==> config.mk <==
export PLATFORM = sky130hd
export DESIGN_NAME = serial_frame_tx_flat
export DESIGN_NICKNAME = d
export VERILOG_FILES = /design/src/rtl/serial_frame_tx_if.sv /design/src/rtl/serial_frame_tx.sv /design/src/flat_wrapper.sv
export SDC_FILE = /design/constraint.sdc
export NUM_CORES = 1
export LEC_CHECK = 0
export BUFFER_PORTS_ARGS = -buffer_cell sky130_fd_sc_hd__buf_2
export CORE_UTILIZATION = 44
export DETAILED_ROUTE_END_ITERATION = 7
export GPL_ROUTABILITY_DRIVEN = 1
export GPL_TIMING_DRIVEN = 1
export PLACE_DENSITY = 0.71
export SYNTH_ARGS = -nofsm -noshare
export SYNTH_HDL_FRONTEND = slang
export SYNTH_SLANG_ARGS = --single-unit
==> constraint.sdc <==
create_clock -name KEY -period 1.6 [get_ports KEY]
set_input_delay 0.16 -clock KEY [delete_from_list [all_inputs] [get_ports KEY]]
set_output_delay 0.16 -clock KEY [all_outputs]
set_load 0.1 [all_outputs]
==> src/rtl/serial_frame_tx_if.sv <==
// Bus bundle for serial_frame_tx: the board switches in, the LEDs out.
interface serial_frame_tx_if;
    logic [9:0] SW;
    logic [9:0] LEDR;

    modport master (output SW, input LEDR);
    modport slave  (input SW, output LEDR);
endinterface

==> src/rtl/serial_frame_tx.sv <==
// serial_frame_tx: latches a DATA_W-bit word from SW and shifts it out on
// LEDR[0] one bit per KEY[0] edge as start(0), data LSB first, stop(1).
// SW[9] is a synchronous active-high reset, SW[8] a start request (rising).
// Optional feature: define SERIAL_FRAME_TX_PARITY_EN to insert an even-parity
// bit between the last data bit and the stop bit.
module serial_frame_tx #(
    parameter int DATA_W = 8
) (
    input logic [0:0]         KEY,
    serial_frame_tx_if.slave  bus
);

    localparam logic [2:0] S_IDLE   = 3'd0;
    localparam logic [2:0] S_START  = 3'd1;
    localparam logic [2:0] S_DATA   = 3'd2;
`ifdef SERIAL_FRAME_TX_PARITY_EN
    localparam logic [2:0] S_PARITY = 3'd3;
`endif
    localparam logic [2:0] S_STOP   = 3'd4;

    localparam logic [2:0] LAST_IDX = 3'(DATA_W - 1);

    logic              rst;
    logic              start_req;
    logic [DATA_W-1:0] din;
    logic              rise;

    logic [2:0]        state;
    logic [DATA_W-1:0] shreg;
    logic [2:0]        index;
    logic              line;
    logic              busy;
    logic              done;
    logic              start_prev;
`ifdef SERIAL_FRAME_TX_PARITY_EN
    logic              par;
`endif

    assign rst       = bus.SW[9];
    assign start_req = bus.SW[8];
    assign din       = bus.SW[DATA_W-1:0];
    assign rise      = start_req & ~start_prev;

    // Every LED comes straight from a register; the unused middle bits are tied low.
    assign bus.LEDR = {busy, done, 4'b0000, index, line};

    // Frame sequencer. The STOP edge doubles as an IDLE edge so a start
    // request arriving together with done launches the next frame at once.
    always_ff @(posedge KEY[0]) begin
        if (rst) begin
            state      <= S_IDLE;
            shreg      <= '0;
            index      <= 3'd0;
            line       <= 1'b1;
            busy       <= 1'b0;
            done       <= 1'b0;
            // Loading the live switch value means a start held through reset is not a rise.
            start_prev <= start_req;
`ifdef SERIAL_FRAME_TX_PARITY_EN
            par        <= 1'b0;
`endif
        end else begin
            start_prev <= start_req;
            done       <= 1'b0;
            case (state)
                S_IDLE, S_STOP: begin
                    if (state == S_STOP) begin
                        done <= 1'b1;
                    end
                    state <= S_IDLE;
                    line  <= 1'b1;
                    busy  <= 1'b0;
                    index <= 3'd0;
                    if (rise) begin
                        // Data is captured only here; later switch changes do not affect the frame.
                        shreg <= din;
                        line  <= 1'b0;
                        busy  <= 1'b1;
                        state <= S_START;
`ifdef SERIAL_FRAME_TX_PARITY_EN
                        par   <= ^din;
`endif
                    end
                end
                S_START: begin
                    line  <= shreg[0];
                    shreg <= shreg >> 1;
                    index <= 3'd0;
                    state <= S_DATA;
                end
                S_DATA: begin
                    if (index == LAST_IDX) begin
                        index <= 3'd0;
`ifdef SERIAL_FRAME_TX_PARITY_EN
                        line  <= par;
                        state <= S_PARITY;
`else
                        line  <= 1'b1;
                        state <= S_STOP;
`endif
                    end else begin
                        index <= index + 3'd1;
                        line  <= shreg[0];
                        shreg <= shreg >> 1;
                    end
                end
`ifdef SERIAL_FRAME_TX_PARITY_EN
                S_PARITY: begin
                    line  <= 1'b1;
                    state <= S_STOP;
                end
`endif
                default: begin
                    state <= S_IDLE;
                    line  <= 1'b1;
                    busy  <= 1'b0;
                    index <= 3'd0;
                end
            endcase
        end
    end

endmodule

==> src/flat_wrapper.sv <==
// flat-port wrapper written by rule: the top's interface ports become plain ports
module serial_frame_tx_flat 
#(
    parameter int DATA_W = 8
)
  (KEY, bus_SW, bus_LEDR);
  serial_frame_tx_if bus_i ();
  input logic [0:0] KEY;
  input wire logic [$bits(bus_i.SW)-1:0] bus_SW;
  output wire logic [$bits(bus_i.LEDR)-1:0] bus_LEDR;
  assign bus_i.SW = bus_SW;
  assign bus_LEDR = bus_i.LEDR;
  serial_frame_tx #(.DATA_W(DATA_W)) u_core (.KEY(KEY), .bus(bus_i));
endmodule
Word level (Yosys, flattened, before mapping)
Cells that the tools add are included.
{"block": "op_classes", "add_sub_neg": 1, "eq_ne": 7, "n_mux": 12, "bitwise_logic": 4, "reduce_logical": 7}
{"cell": "$pmux 8 s3", "count": 1}
{"cell": "$mux 8", "count": 2}
{"cell": "$pmux 3 s3", "count": 1}
{"cell": "$eq 3x3->1 const B", "count": 2}
{"cell": "$reduce_or 2->1", "count": 3}
{"cell": "$mux 1", "count": 5}
{"cell": "$ne 2x1->1 const B", "count": 2}
{"cell": "$add 3x1->3 const B", "count": 1}
{"cell": "$eq 3x1->1 const B", "count": 1}
{"cell": "$eq 3x2->1 const B", "count": 1}
{"cell": "$logic_not 3->1", "count": 1}
{"cell": "$mux 3", "count": 1}
{"cell": "$not 1->1", "count": 3}
{"cell": "$pmux 1 s3", "count": 1}
{"cell": "$reduce_and 3->1", "count": 1}
{"cell": "$reduce_bool 3->1", "count": 1}
{"cell": "$reduce_or 3->1", "count": 1}
{"cell": "$ne 2x2->1 const B", "count": 1}
{"cell": "$pmux 1 s2", "count": 1}
{"cell": "$and 1x1->1", "count": 1}
{"block": "word_totals", "reg_bits": 18, "inputBits": 11, "out_inout_bits": 10, "elab_cells": 38}

Logic depth before layout (Yosys ltp)
Gate-level depths: netlist of the first run.
{"block": "depth", "word_depth": 4, "ltp_mapped": 7}

Worst setup path before layout of the first run
Ideal clock, no wire load.
{"block": "synth_path", "path_kind": "register -> register", "from": "register u_core.index[0]", "to": "register u_core.shreg[3]", "setup_time_ns": 0.079, "arrival_time_ns": 2.166, "path_slack_ns": -0.645, "path_stages_with_launch": 8, "n_path_buf": 1, "synth_period_minus_slack_ns": 2.245, "path_cell_list": "dfxtp_1 ha_1 ha_1 or4b_4 o221ai_4 buf_8 nor2_2 a211oi_2"}
{"block": "synth_between", "elab_chain_len": 3}
{"element": "from (decl)", "line": "serial_frame_tx.sv:30", "rtl": "logic [2:0] index;"}
{"element": "from (signal assigned)", "line": "serial_frame_tx.sv:102", "rtl": "index <= index + 3'd1;"}
{"element": "$eq 3x3->1", "line": "serial_frame_tx.sv:92", "rtl": "if (index == LAST_IDX) begin"}
{"element": "$ne 2x2->1 (no source line)"}
{"element": "$reduce_and 3->1 (no source line)"}
{"element": "to (signal assigned)", "line": "serial_frame_tx.sv:76", "rtl": "shreg <= din;"}
{"element": "to (signal assigned)", "line": "serial_frame_tx.sv:87", "rtl": "shreg <= shreg >> 1;"}
{"element": "to (signal assigned)", "line": "serial_frame_tx.sv:104", "rtl": "shreg <= shreg >> 1;"}
{"element": "to (decl)", "line": "serial_frame_tx.sv:29", "rtl": "logic [DATA_W-1:0] shreg;"}
No other way between the ends.
A chain may end at the register's enable or synchronous reset.

Final worst setup path of the first run
{"block": "layout_path", "from": "register u_core.index[1]", "to": "register u_core.shreg[7]"}
Same word-level chain as after synthesis.

==> results.json, run 1 <==
{
  "route.detailed.wl_per_inst_um": 11.3,
  "post-route-util_pct": 60.4,
  "synth_cell_type_count": 29,
  "outcome": "complete, but fails checks",
  "cts_tree": "built",
  "design.portCount": 21,
  "final_antenna_net_count": 0,
  "post_route_cells_drive_above_1_share_pct": 42.2,
  "post_synth_instance_area_um2": 823,
  "power.ir.vdd_worst_v": 0.000561,
  "viasPerCell": 4.95,
  "cellPowerDensity_nw_per_um2": 909,
  "ys_top_cells_by_area": "dfxtp_1 (44%), mux2i_1 (8.5%), buf_4 (7.3%), a211oi_1 (5.5%), o221ai_4 (3.2%)",
  "globalRouteTotalUtil_pct": 16.1,
  "seq_power_share_pct": 51.4,
  "clock-root-buffer": "clkbuf_4",
  "final_replace_weighted_congestion": 0.648,
  "critical_path_required_ns": 1.82,
  "tritoncts.num_buffers": 3,
  "detailedRoute.firstPassIterationCount": 2,
  "synth.top_cell.area_share_pct": 43.8,
  "wl_final_um": 1430,
  "worstSetupPathType": "reg2reg",
  "postPlaceCellArea_um2": 955,
  "global_route_wire_length_before_repair_um": 2390,
  "clock_insertion_delay_worst_skew_ns": 0.28,
  "routedLengthMet1_um": 654,
  "met2_wirelength_um": 700,
  "switching_power_as_a_share_of_total_power_pct": 30.8,
  "synth-edff-count": 0,
  "dieHeight_um": 45.3,
  "slew_viol_final": 0,
  "cts-htree-levels": 1,
  "cellInternalPower_mw": 0.662,
  "met3WireLength_um": 64,
  "worst-path-max-fanout": 8,
  "max_freq_ghz": 0.602,
  "vias": 629,
  "ys_seq_elements": 18,
  "ctsLongestPathBuffers": 2,
  "cts.sink_count": 18,
  "layout_min_cycle_time_ns": 1.66,
  "worst_r2r_path_depth": 6,
  "yosysSeqAreaShare_pct": 43.8,
  "n_antenna_cell": 0,
  "globalRoute.totalOverflow": 0,
  "detailedRoute.firstIterationViolations": 10,
  "p_clk_share_pct": 23.9,
  "core.rowCount": 15,
  "violations_in_the_final_reports": "setup timing",
  "syn2layout_area_growth_pct": 28.0,
  "initial_utilization_pct": 47.2,
  "synthArstFlopShare_pct": 0,
  "final_critical_path_setup_slack_ns": -0.0611,
  "die_area_um2": 2050,
  "critical_path.startpoint_type": "register",
  "core_area_um2": 1750,
  "layout.nets": 116,
  "port_buffers": 16,
  "static_leakage_nw": 0.429,
  "cap_viol_max_count": 0,
  "p_switching_mw": 0.295,
  "place_hpwl_um": 970,
  "number_of_antenna_violations_at_the_first_check_in_global_routing": 0,
  "combPwrFrac_pct": 24.7,
  "clock-skew-final_ns": 0.00154,
  "synth_warnings": 0,
  "dr.max_layer_used": "met4",
  "yosysTopAreaCell": "dfxtp_1",
  "timing.final.setup_violations": 9,
  "setup.worst_path.end_class": "register",
  "clock_slew_at_the_register_clock_pins_of_the_worst_setup_and_hold_paths_ns": 0.10,
  "die-width_um": 45.3,
  "remaining_drc_errors": 0,
  "final_hold_viol_count": 0,
  "synth_ff_type": "dfxtp_1",
  "fin_area_um2": 1050,
  "worst_hold_path_cell_count": 3,
  "setup_repair_after_global_routing_missed_its_margin": "true",
  "critical_path_arrival_ns": 1.88,
  "synthCells": 77,
  "grt_pass1_vias": 559,
  "synth_area_per_cell_um2": 10.7,
  "hp-class": "in2reg",
  "final_min_period_over_clock_period_pct": 104,
  "grt_start_max_net_pins": 16,
  "finalSetupTns_ns": -0.380
}
worst max-delay path, cell delays in order, from the launching register on:
cell and delay [ns]:
dfxtp_4 0.36, ha_4 0.16, ha_4 0.15, or4b_4 0.52, o221ai_4 0.15, nand3b_1 0.12, a21oi_1 0.14
timing repair:
action / in CTS / in global routing
setup endpoints to repair: 9 / 10
gates cloned: 1 / 0
resized for setup: 1 / 2
endpoints found under the hold margin: 1 / 0
hold buffers: 1 / 0
pin swaps: 10 / 0
setup buffers: 3 / 1
logic make-up after synthesis:
group,after synthesis,share of synthesized area [%]
muxes,7,8.51
adders and majority gates,2,3.04
DFF,18,43.8
buffers and inverters,12,11.4
and+or+nand+nor,23,16.4
other,1,0.455
AOI/OAI and AO/OA,14,16.4
cell usage after synthesis (all sizes together), types with 2 or more instances:
library cell,count
buf,10
a211oi,7
nor4,2
dfxtp,18
and2,2
ha,2
o221ai,2
nand2b,3
nand2,2
nor2,7
mux2i,7
nor3,2
a21oi,3
registers in the layout (all words and copies together) (netlist names):
register,cells
u_core.shreg,8
u_core.index,3
u_core.state,3
u_core.start_prev,1
u_core.line,1
u_core.busy,1
u_core.done,1
metrics by stage:
step	hold slack (ns)	worst slack (ns)	power, mW	std cells
finish	0.149	-0.0611	0.958	127
global route	0.143	-0.147	1.01	127
CTS	0.140	-0.0688	0.959	126
detailed placement	0.276	-0.181	0.712	117
global placement	0.273	-0.139	0.707	117
floorplan	0.188	-0.236	0.682	80
cell usage in the layout (no fill, tap or decap), types with 2 or more instances in the layout:
cell type,count
and2_1,2
nor3_1,2
buf_4,9
nor4_1,2
ha_4,2
a211oi_1,6
mux2i_1,7
o221ai_4,2
a21oi_1,2
nor2_1,6
dfxtp_1,15
clkbuf_4,3
conb_1,4
buf_2,16
dfxtp_4,2
nand2b_1,3
power by group through the flow:
stage | registers (mW) | clock network, mW | logic [mW]
5_1_grt | 0.496 | 0.253 | 0.256
3_5_place_dp | 0.502 | 0 | 0.210
2_1_floorplan | 0.503 | 0 | 0.179
6_report | 0.492 | 0.229 | 0.237
3_3_place_gp | 0.501 | 0 | 0.206
4_1_cts | 0.492 | 0.237 | 0.230
routing by layer:
metal	vias to the layer above	track usage (%)
li1	319	-
met1	290	20.2
met2	17	26.1
met3	3	3.60
met4	0	7.27
met5	-	0
final timing paths:
kind,from,to,slack [ns]
max,u_core.index[1],u_core.shreg[7],-0.06
min,bus_SW[7],u_core.shreg[7],0.15
max reg2reg,u_core.index[1],u_core.shreg[7],-0.06
min reg2reg,u_core.shreg[2],u_core.shreg[2],0.48
final cells by class:
| cell class | instances | area [um^2] |
|---|---|---|
| clock buffer | 4 | 26.3 |
| fill | 164 | 692 |
| inverter | 1 | 3.75 |
| multi-input combinational | 51 | 434 |
| sequential | 18 | 369 |
| tap | 25 | 31.3 |
| timing repair buffer | 28 | 189 |
Note: power is estimated with default switching activity, not from simulation.
==> run 2, diff against run 1 <==
CELL_PAD_IN_SITES_DETAIL_PLACEMENT = 0   (was default)
CELL_PAD_IN_SITES_GLOBAL_PLACEMENT = 2   (was default)
CORE_UTILIZATION = 28   (was 44)
PLACE_DENSITY = default   (was 0.71)
PLACE_DENSITY_LB_ADDON = 0.1   (was default)
==> results.json, run 2 (synthesis results as in run 1) <==
{
  "grt_use_met1_pct": 16.7,
  "gr-usage-met3_pct": 2.09,
  "cp_common_cell": "ha_4",
  "die-width_um": 56.2,
  "path_cells": "ha_4, ha_4, or4b_4, o221ai_4, buf_6, buf_12, a211oi_1",
  "number_of_antenna_violations_at_the_first_check_in_global_routing": 0,
  "design.portCount": 21,
  "max_freq_ghz": 0.569,
  "clock-root-buffer": "clkbuf_4",
  "grt_start_max_net_pins": 16,
  "final_antenna_net_count": 0,
  "worstSetupPathType": "reg2reg",
  "timing.final.setup_violations": 9,
  "globalRouteTotalUtil_pct": 11.3,
  "port_buffers": 16,
  "power.ir.vdd_worst_v": 0.000408,
  "hp-class": "in2reg",
  "layout_common_cells": "buf_2 (16), dfxtp_1 (15), buf_4 (9), mux2i_1 (7)",
  "n_antenna_cell": 0,
  "cts_tree": "built",
  "setup_repair_after_global_routing_missed_its_margin": "true",
  "timing.critical_path.slowest_stage_cell": "or4b_4",
  "final_min_period_over_clock_period_pct": 110,
  "critical_path.startpoint_type": "register",
  "postPlaceCellArea_um2": 970,
  "use_met2_pct": 15.8,
  "syn2layout_area_growth_pct": 34.3,
  "largest_reg_flops": 8,
  "max_flop_register": "u_core.shreg",
  "vias": 630,
  "global_route.peak_usage_layer": "met1",
  "place_hpwl_um": 1030,
  "fin_area_um2": 1110,
  "die_area_um2": 3160,
  "final_replace_weighted_congestion": 0.631,
  "wl_final_um": 1580,
  "detailedRoute.firstPassIterationCount": 4,
  "critical_path_required_ns": 1.77,
  "post-route-util_pct": 39.8,
  "core_area_um2": 2780,
  "route.detailed.wl_per_inst_um": 11.6,
  "post_route_cells_drive_above_1_share_pct": 46.7,
  "ctsLongestPathBuffers": 2,
  "final.hold.worst_slack_ns": 0.134,
  "clock_slew_at_the_register_clock_pins_of_the_worst_setup_and_hold_paths_ns": 0.11,
  "remaining_drc_errors": 0,
  "worst-path-max-fanout": 6,
  "global_route_wire_length_before_repair_um": 2750,
  "cts.sink_count": 18,
  "grt_pass1_vias": 593,
  "tritoncts.num_buffers": 3,
  "initial_utilization_pct": 29.6,
  "cts-htree-levels": 1,
  "dieHeight_um": 56.2,
  "setup.worst_path.end_class": "register",
  "layout_min_cycle_time_ns": 1.76,
  "final_hold_viol_count": 0,
  "core.rowCount": 19,
  "clock_insertion_delay_worst_skew_ns": 0.29,
  "final_common_cell": "buf_2",
  "cellPowerDensity_nw_per_um2": 949,
  "fillers": 280,
  "layout.nets": 119,
  "slowest_delay_ns": 0.49,
  "cap_viol_max_count": 0,
  "critical_path_arrival_ns": 1.93,
  "detailedRoute.firstIterationViolations": 3,
  "violations_in_the_final_reports": "setup timing",
  "final_critical_path_setup_slack_ns": -0.156,
  "clock-skew-final_ns": 0.00797,
  "viasPerCell": 4.63,
  "static_leakage_nw": 0.458,
  "outcome": "complete, but fails checks",
  "globalRoute.totalOverflow": 0,
  "reg_top3": "u_core.shreg: 8 flops, u_core.index: 3 flops, u_core.state: 3 flops",
  "slew_viol_final": 0
}
## run 2: changes by cell type in the layout (fill, tap and decap cells not counted), sizes merged
cell,before,now
buf,27,31
o221ai,3,2
## run 2: worst paths after layout
path	from	end	slack [ns]	cells after the start
hold / removal	bus_SW[7]	u_core.shreg[7]	0.13	3
hold reg to reg	u_core.shreg[2]	u_core.shreg[2]	0.48	2
setup reg to reg	u_core.index[1]	u_core.shreg[5]	-0.16	7
setup / recovery	u_core.index[1]	u_core.shreg[5]	-0.16	7
## run 2: cell type report
type | count | area [um^2] | area share, %
sequential | 18 | 369 | 33.4
inverter | 1 | 3.75 | 0.339
multi-input combinational | 50 | 415 | 37.6
clock buffer | 4 | 36.3 | 3.28
timing repair buffer | 32 | 243 | 21.9
tap | 31 | 38.8 | 3.51
## run 2: layer usage
metal / share of wire [%] / vias to the layer above
met4: 1.2 / 0
met5: 0 / -
met2: 44 / 15
li1: - / 319
met1: 51 / 294
met3: 3.9 / 2
## run 2: power by group
group | internal [mW] | leakage [nW] | switching (mW) | total [mW]
sequential | 0.475 | 0.150 | 0.0170 | 0.492
clock | 0.139 | 0.0210 | 0.148 | 0.286
combinational | 0.117 | 0.287 | 0.154 | 0.271
total | 0.730 | 0.458 | 0.319 | 1.05
## run 2: metrics by stage
stage | power (mW) | std cells | TNS (ns) | setup WS [ns]
3_5_place_dp | 0.717 | 124 | -1.14 | -0.181
3_3_place_gp | 0.716 | 124 | -0.914 | -0.147
2_1_floorplan | 0.682 | 80 | -1.73 | -0.236
5_1_grt | 1.11 | 136 | -1.82 | -0.224
4_1_cts | 1.06 | 136 | -1.13 | -0.146
6_report | 1.05 | 136 | -1.12 | -0.156
## run 2: timing repair
item                       in CTS  in global routing
hold buffers                    1                  0
buffers inserted                7                  0
pin swaps                       4                  0
setup endpoints to repair       9                 11
hold endpoints to repair        1                  0
gates resized for setup         5                  3
## run 2: worst max-delay path, delay by kind of cell, from the launching register on
family	cells	cell delay, ns
adders and majority gates	2	0.31
DFF	1	0.37
AOI/OAI and AO/OA	2	0.18
and+or+nand+nor	1	0.49
buffers and inverters	2	0.30
